File: src/rtl/ft_pkg.sv
// Shared types and default constants for the recovery controller.
package ft_pkg;

    localparam int unsigned DEF_WIDTH     = 32;
    localparam int unsigned DEF_MAX_RETRY = 3;
    localparam int unsigned DEF_TIMEOUT   = 64;
    localparam int unsigned ERR_W         = 16;

    typedef enum logic [2:0] {
        RUN       = 3'd0,
        HALT      = 3'd1,
        ROLLBACK  = 3'd2,
        WAIT_DONE = 3'd3,
        FAULT     = 3'd4
    } rec_state_t;

    // Bits needed to hold the value maxval without wrapping (at least 1).
    function automatic int unsigned cnt_width(input int unsigned maxval);
        return (maxval < 2) ? 1 : $clog2(maxval + 1);
    endfunction

endpackage

File: src/rtl/sat_counter.sv
// Up-counter with increment enable that sticks at all-ones.
module sat_counter #(
    parameter int unsigned W = 16
) (
    input  logic         clk,
    input  logic         reset,
    input  logic         inc,
    output logic [W-1:0] count
);

    logic [W-1:0] count_q;
    logic [W-1:0] count_d;

    // Next value: hold by default, step only when enabled and not saturated.
    always_comb begin
        count_d = count_q;
        if (inc && (count_q != '1))
            count_d = count_q + W'(1);
    end

    // Count register, cleared asynchronously.
    always_ff @(posedge clk or negedge reset) begin
        if (!reset)
            count_q <= '0;
        else
            count_q <= count_d;
    end

    assign count = count_q;

endmodule

File: src/rtl/recovery_ctrl.sv
// Checkpoint / rollback controller for a lockstep core pair.
module recovery_ctrl
    import ft_pkg::*;
#(
    parameter int unsigned WIDTH     = DEF_WIDTH,
    parameter int unsigned MAX_RETRY = DEF_MAX_RETRY,
    parameter int unsigned TIMEOUT   = DEF_TIMEOUT
) (
    input  logic             clk,
    input  logic             reset,
    input  logic             result_valid,
    input  logic             signal,
    input  logic [WIDTH-1:0] data,
    input  logic             rollback_done,
    output logic             halt,
    output logic             rollback,
    output logic [WIDTH-1:0] rollback_data,
    output logic             commit_valid,
    output logic [WIDTH-1:0] commit_data,
    output logic             fault,
    output logic [15:0]      error_count
);

    localparam int unsigned RW = cnt_width(MAX_RETRY);
    localparam int unsigned TW = cnt_width(TIMEOUT - 1);
    localparam logic [RW-1:0] RETRY_LIM = RW'(MAX_RETRY);
    localparam logic [TW-1:0] TO_LAST   = TW'(TIMEOUT - 1);

    rec_state_t       state_q;
    rec_state_t       state_d;
    logic [RW-1:0]    retry_q;
    logic [TW-1:0]    tcnt_q;
    logic [WIDTH-1:0] ckpt_q;
    logic             halt_q;
    logic             rollback_q;
    logic             commit_valid_q;
    logic             fault_q;
    logic             take_commit;
    logic             take_err;

    // Next-state decode; inputs are only looked at in the state that owns them.
    always_comb begin
        state_d     = state_q;
        take_commit = 1'b0;
        take_err    = 1'b0;
        case (state_q)
            RUN: begin
                if (result_valid) begin
                    if (signal) begin
                        take_err = 1'b1;
                        state_d  = (retry_q < RETRY_LIM) ? HALT : FAULT;
                    end else begin
                        take_commit = 1'b1;
                    end
                end
            end
            HALT:     state_d = ROLLBACK;
            ROLLBACK: state_d = WAIT_DONE;
            WAIT_DONE: begin
                // rollback_done takes priority over an expiring timeout
                if (rollback_done)
                    state_d = RUN;
                else if (tcnt_q == TO_LAST)
                    state_d = FAULT;
            end
            FAULT:    state_d = FAULT;
            default:  state_d = RUN;
        endcase
    end

    // State register and state-decoded outputs, registered from the next state
    // so each output lines up with the state it belongs to.
    always_ff @(posedge clk or negedge reset) begin
        if (!reset) begin
            state_q    <= RUN;
            halt_q     <= 1'b0;
            rollback_q <= 1'b0;
            fault_q    <= 1'b0;
        end else begin
            state_q    <= state_d;
            halt_q     <= (state_d != RUN);
            rollback_q <= (state_d == ROLLBACK);
            fault_q    <= (state_d == FAULT);
        end
    end

    // Checkpoint capture and commit strobe.
    always_ff @(posedge clk or negedge reset) begin
        if (!reset) begin
            ckpt_q         <= '0;
            commit_valid_q <= 1'b0;
        end else begin
            commit_valid_q <= take_commit;
            if (take_commit)
                ckpt_q <= data;
        end
    end

    // Retry count: cleared by a good commit, bumped once per rollback.
    always_ff @(posedge clk or negedge reset) begin
        if (!reset)
            retry_q <= '0;
        else if (take_commit)
            retry_q <= '0;
        else if (state_q == ROLLBACK)
            retry_q <= retry_q + RW'(1);
    end

    // Timeout counter: zero outside WAIT_DONE, so it starts at 0 on entry.
    always_ff @(posedge clk or negedge reset) begin
        if (!reset)
            tcnt_q <= '0;
        else if (state_q == WAIT_DONE)
            tcnt_q <= tcnt_q + TW'(1);
        else
            tcnt_q <= '0;
    end

    sat_counter #(
        .W (ERR_W)
    ) u_err (
        .clk   (clk),
        .reset (reset),
        .inc   (take_err),
        .count (error_count)
    );

    assign halt          = halt_q;
    assign rollback      = rollback_q;
    assign fault         = fault_q;
    assign commit_valid  = commit_valid_q;
    assign commit_data   = ckpt_q;
    assign rollback_data = ckpt_q;

endmodule

File: config.mk
export PLATFORM = sky130hd
export DESIGN_NAME = recovery_ctrl
export DESIGN_NICKNAME = d
export VERILOG_FILES = /design/src/rtl/ft_pkg.sv /design/src/rtl/sat_counter.sv /design/src/rtl/recovery_ctrl.sv
export SDC_FILE = /design/constraint.sdc
export NUM_CORES = 1
export LEC_CHECK = 0
export ABC_CLOCK_PERIOD_IN_PS = 5500
export CAP_MARGIN = 20
export CORE_MARGIN = 8
export CORE_UTILIZATION = 46
export DETAILED_ROUTE_END_ITERATION = 10
export GPL_TIMING_DRIVEN = 0
export PLACE_DENSITY_LB_ADDON = 0.1
export SYNTH_ARGS = -nofsm -noshare
export SYNTH_HDL_FRONTEND = slang
export SYNTH_SLANG_ARGS = --single-unit
File: constraint.sdc
create_clock -name clk -period 5.5 [get_ports clk]
set_input_delay 1.1 -clock clk [delete_from_list [all_inputs] [get_ports clk]]
set_output_delay 1.1 -clock clk [all_outputs]
set_load 0.02 [all_outputs]
==> results of run 1 <==
state kept, by name, indices dropped and copies added (netlist names):
name	cells
retry_q	2
commit_data	32
u_err.count	16
rollback	1
commit_valid	1
tcnt_q	6
fault	1
halt	1
state_q	3
cells by family after synthesis:
group | Yosys count | share of synthesized area
XOR/XNOR | 16 | 0.0476
flip-flops | 63 | 0.535
multiplexers | 36 | 0.137
AO/OA/AOI/OAI | 13 | 0.0263
buffers and inverters | 41 | 0.106
AND/OR/NAND/NOR | 62 | 0.135
adder cells (fa/ha/maj) | 3 | 0.0127
Yosys cell counts:
library cell	instances	area [sq um]
inv_1	3	11.3
nor2_1	12	45.0
o31ai_1	2	15.0
mux2_1	14	158
and3_1	4	25.0
nor4_1	1	6.26
nand4_2	1	12.5
nor4_4	1	21.3
nand4_1	4	25.0
nor4b_2	1	15.0
dfrtp_1	63	1580
a31oi_1	4	25.0
or3_1	2	12.5
buf_4	32	240
nor3b_1	3	22.5
nor3b_4	1	18.8
mux2_2	21	236
a21oi_1	2	10.0
nand2b_1	1	6.26
ha_1	3	37.5
nand3b_1	2	15.0
nor3_1	6	30.0
o21ai_0	4	20.0
xnor2_1	5	43.8
or3_4	1	11.3
buf_6	5	56.3
or2_0	1	6.26
mux2i_1	1	10.0
nor4_2	4	50.1
nand2_1	7	26.3
o21bai_1	1	7.51
xor2_1	11	96.3
clkbuf_1	1	3.75
nand3_1	10	50.1
routing by layer:
layer  track usage  vias up
li1              -     1043
met1         0.197     1043
met2         0.247       92
met3        0.0421        7
met4        0.0691        0
met5             0        -
through the flow:
step           setup WS, ns  power [uW]  cells  instance area, sq um
2_1_floorplan          3.29        1440    234                  2950
3_3_place_gp           1.22        2040    431                  4240
3_5_place_dp           2.59        2070    431                  4240
4_1_cts                2.93        2400    446                  4400
5_1_grt                2.87        2500    446                  4400
6_report               2.92        2370    446                  4400
area by class of cell:
cell class | instances | share of cell area
inverter | 3 | 0.00256
clock inverter | 1 | 0.00114
multi-input combinational | 130 | 0.241
tap | 77 | 0.0219
clock buffer | 14 | 0.0347
timing repair buffer | 120 | 0.272
sequential | 63 | 0.358
buffer | 38 | 0.0683
worst paths after layout:
check | endpoint | slack [ns] | depth (start not counted)
worst min-delay path | tcnt_q[0] | 0.49 | 1
min in group asynchronous | commit_data[17] | 0.87 | 1
worst max-delay path | u_err.count[15] | 2.92 | 6
worst min register to register | tcnt_q[0] | 0.49 | 1
max in group asynchronous | commit_data[29] | 4.12 | 1
worst max register to register | commit_data[10] | 3.42 | 5
power by group:
part / internal [uW] / switching [uW]
sequential: 623 / 134
combinational: 706 / 577
clock: 174 / 160
total: 1500 / 870
placed cells by master, fill, tap and decap left out, drive strengths merged, types with 4 or more instances in the layout:
cell and count:
o21ai 4, and3 4, a31oi 4, mux2 35, nand4 5, clkdlybuf4s50 119
xor2 11, clkbuf 15, nor4 6, nand2 7, nor3b 4, buf 38
xnor2 5, nor2 12, nor3 6, nand3 10, dfrtp 63
==> results by group, run 1 <==
Routing
  – Met2 wire length: 3270 microns
  – Total Wirelength: 7210 microns
  – Max layer used: met4
  – Met3 WL post-DR: 804 microns
  – Via count: 2,185
  – Drc violations: 0
  – Via density: 4.90
  – First-pass DRT Iterations: 4
  – Met1 Wirelength: 3070 microns
  – WL/cell: 16.2 microns
  – Post-DRT Antenna Nets: 0
  – Initial DRC Count: 39

Final layout
  – # nets final: 405
  – FF+latch area: 0.00158 sq mm
  – Fraction of layout cells with a size suffix above 1: 0.214
  – Fill count: 504
  – Area Growth Syn to Fin: 49.3%
  – Multi-input logic area: 0.00106 sq mm
  – Post-route core utilization: 0.701
  – Diodes inserted: 0

Setup path
  – Kind of critical path: input port to flop
  – Critical-path top delay cell: clkdlybuf4s50_1
  – Crit-path cells: clkdlybuf4s50_1 > nand2_1 > or2_0 > buf_6 > nor3_1 > mux2_2
  – Worst Path Max Fanout: 10
  – CP Capture Type: flop
  – CP Buf/Inv Count: 2
  – WP data required: 5.71 ns
  – Startpoint types: input port
  – Critical path origin: signal
  – CP max stage delay: 0.55 ns
  – Crit path DAT: 2.79 ns
  – Top delay family on crit path: buffers and inverters
  – Reg-to-reg startpoint: state_q[2]

Placement
  – Routability-driven placement congestion ratio: 0.761
  – Number of port buffers: 120
  – Post-DP HPWL: 5580 microns

Clock tree
  – TritonCTS Sinks: 63
  – CTS tree: built
  – Setup Buffers After CTS: 0
  – H-tree depth: 3
  – Clock transition at path regs: 0.06 ns
  – Clock root buffer: clkbuf_8
  – TritonCTS buffer count: 9
  – Skew-Pair Late Insertion Delay: 0.33 ns
  – Hold_buf cts: 0
  – Maximum clock insertion buffer count: 2
  – Resize count post-CTS: 0

Timing
  – Final period util: 0.469
  – Max Freq: 387 MHz
  – RSZ-0062 raised after global routing: false
  – Setup violators final: 0
  – Slew Viols, Final: 0
  – Slew HR: 0.478
  – Setup Skew: 0.00878 ns
  – Worst-margin pin slew: 0.783 ns
  – Final Hold Violating Endpoints: 0
  – Final hold slack: 0.492 ns
  – Min cycle time layout: 2.58 ns
  – Final TNS setup: 0 ns

Floorplanning
  – Chip height: 96.0 microns
  – Num ports: 121
  – FP Rows: 29
  – Initial Util: 0.469
  – Die area: 0.00922 sq mm
  – Die width: 96.0 microns
  – Core area: 0.00628 sq mm

Logic synthesis
  – Sequential share of the synthesized area: 0.535
  – #FFs+latches synth: 63
  – Synth Instances: 234
  – Synth unique cells: 34
  – YS warnings: 0
  – Syn Nets: 274
  – Area of the mapped netlist: 0.00295 sq mm
  – Syn Area/Cell: 12.6 sq um

Global routing
  – Largest net degree at the start of global routing: 64
  – Total GRT Usage: 0.157
  – Vias in the first global route: 2,122
  – Initial antenna violation count: 0
  – Total grt overflow: 0
  – First-pass GRT wire length: 11,100 microns

Status
  – Status: completed

Job
  – Max Cap Viol: 0

Pwr
  – Pwr Density: 539 mW/mm^2
  – Leak: 0.00193 uW
  – Maximum vdd ir drop: 0.378 mV

Worst hold path
  – Hold Startpoint: tcnt_q[0]
  – Hold WC Path Type: flop to flop
(Power assumes the default switching activity.)
==> run 2: changes to the inputs <==
- ABC_CLOCK_PERIOD_IN_PS: 5500 -> 2470
- CORE_UTILIZATION: 46 -> 43
- clock period: 5.5 -> 2.47 ns (I/O delays scaled with it)
==> run 2 against run 1 <==
  * Clock-buffer cell count fell by 1
  * Combinational power up 120%
  * Sequential share of layout area down 0.081 points
  * Critical path depth decreased by 1
  * Critical endpoint is now commit_data[7]
  * Largest power group unchanged
==> results by group, run 2 (synthesis gave the netlist of run 1 again) <==
Final layout
  – # nets final: 405
  – Diodes inserted: 0
  – Commonest non-fill, non-tap cell in the layout: clkdlybuf4s50_1
  – Largest register FFs: 32
  – Fraction of layout cells with a size suffix above 1: 0.217
  – Area Growth Syn to Fin: 49.6%
  – Post-route core utilization: 0.656
  – Most frequent cells in the layout: clkdlybuf4s50_1, dfrtp_1, buf_4, mux2_2, mux2_1

Placement
  – Number of port buffers: 120
  – Post-DP HPWL: 5480 microns
  – Routability-driven placement congestion ratio: 0.785

Floorplanning
  – FP Rows: 30
  – Num ports: 121
  – Die area: 0.00976 sq mm
  – Chip height: 98.8 microns
  – Initial Util: 0.439
  – Die width: 98.8 microns
  – Core area: 0.00672 sq mm

Pwr
  – Comb power frac: 0.539
  – Clock network power share: 0.143
  – Sw power: 1920 uW
  – Flop pwr share: 0.318
  – Total power draw: 5280 uW
  – Switch share: 0.363
  – Total internal power: 3370 uW
  – Leak: 0.00193 uW
  – Maximum vdd ir drop: 0.433 mV
  – Pwr Density: 1200 mW/mm^2

Worst hold path
  – Hold WC Path Type: input port to async pin

Clock tree
  – H-tree depth: 3
  – TritonCTS Sinks: 63
  – TritonCTS buffer count: 9
  – CTS tree: built
  – Clock transition at path regs: 0.06 ns
  – Maximum clock insertion buffer count: 2
  – Hold_buf cts: 0
  – Clock root buffer: clkbuf_8
  – Resize count post-CTS: 0
  – Setup Buffers After CTS: 0
  – Skew-Pair Late Insertion Delay: 0.33 ns

Routing
  – Total Wirelength: 7040 microns
  – First-pass DRT Iterations: 4
  – Via density: 4.85
  – Drc violations: 0
  – Initial DRC Count: 38
  – Post-DRT Antenna Nets: 0
  – WL/cell: 15.7 microns
  – Via count: 2,173

Timing
  – Final period util: 0.838
  – Final hold slack: 0.240 ns
  – Max Freq: 483 MHz
  – Final Hold Violating Endpoints: 0
  – Setup Skew: 0.00663 ns
  – Slew HR: 0.474
  – RSZ-0062 raised after global routing: false
  – Min cycle time layout: 2.07 ns
  – Worst-margin pin slew: 0.788 ns
  – Setup violators final: 0
  – Slew Viols, Final: 0

Setup path
  – CP Capture Type: flop
  – Crit path DAT: 2.28 ns
  – Reg-to-reg startpoint: state_q[2]
  – Worst Path Max Fanout: 10
  – Critical path origin: state_q[2]
  – WP data required: 2.68 ns
  – Kind of critical path: flop to flop
  – Startpoint types: flop

Global routing
  – Total grt overflow: 0
  – First-pass GRT wire length: 11,900 microns
  – Largest net degree at the start of global routing: 64
  – Initial antenna violation count: 0
  – Total GRT Usage: 0.152
  – Vias in the first global route: 2,223

Status
  – Status: completed

Job
  – Max Cap Viol: 0
## run 2: critical path, cell delays in order (launching register included)
cell and delay, ns:
dfrtp_1 0.38, buf_6 0.13, or3_4 0.39, nor3b_4 0.48, buf_6 0.23, mux2_2 0.35
## run 2: layout make-up
cell class	instances	area [sq um]
repair buffers	120	1200
clock buffers	13	159
plain buffers	38	300
multi-input cells	130	1060
inverters	3	11.3
well taps	80	100
flip-flops and latches	63	1580
clock inverters	1	5.00
fillers	527	2310
## run 2: worst paths after layout
path	endpoint	slack (ns)	cells after the start
min in group clk	tcnt_q[0]	0.49	1
max in group asynchronous	tcnt_q[0]	1.71	1
worst min register to register	tcnt_q[0]	0.49	1
worst max-delay path	commit_data[7]	0.40	5
worst min-delay path	commit_data[21]	0.24	1
worst max register to register	commit_data[7]	0.40	5
## run 2: through the flow
step                setup slack [ns]  std cells  TNS, ns  area [sq um]
floorplan                      0.519        234        0          2950
global placement               -1.23        434   -77.44          4250
detailed placement             0.160        434        0          4250
CTS                            0.376        448        0          4410
global route                   0.284        448        0          4410
finish                         0.401        448        0          4410
## run 2: layer usage
metal	track usage	vias to the layer above	share of wire
met1	0.191	1036	0.45
li1	-	1049	-
met3	0.0493	11	0.073
met2	0.234	77	0.46
met5	0	-	0
met4	0.0638	0	0.014
## run 2: power groups by stage
| stage | sequential (uW) | clock (uW) | combinational [uW] |
|---|---|---|---|
| after global placement | 1680 | 0 | 2850 |
| after CTS | 1690 | 788 | 2890 |
| after detailed placement | 1700 | 0 | 2890 |
| final | 1680 | 754 | 2850 |
| after global routing | 1750 | 828 | 3020 |
| after floorplan | 2030 | 0 | 1170 |
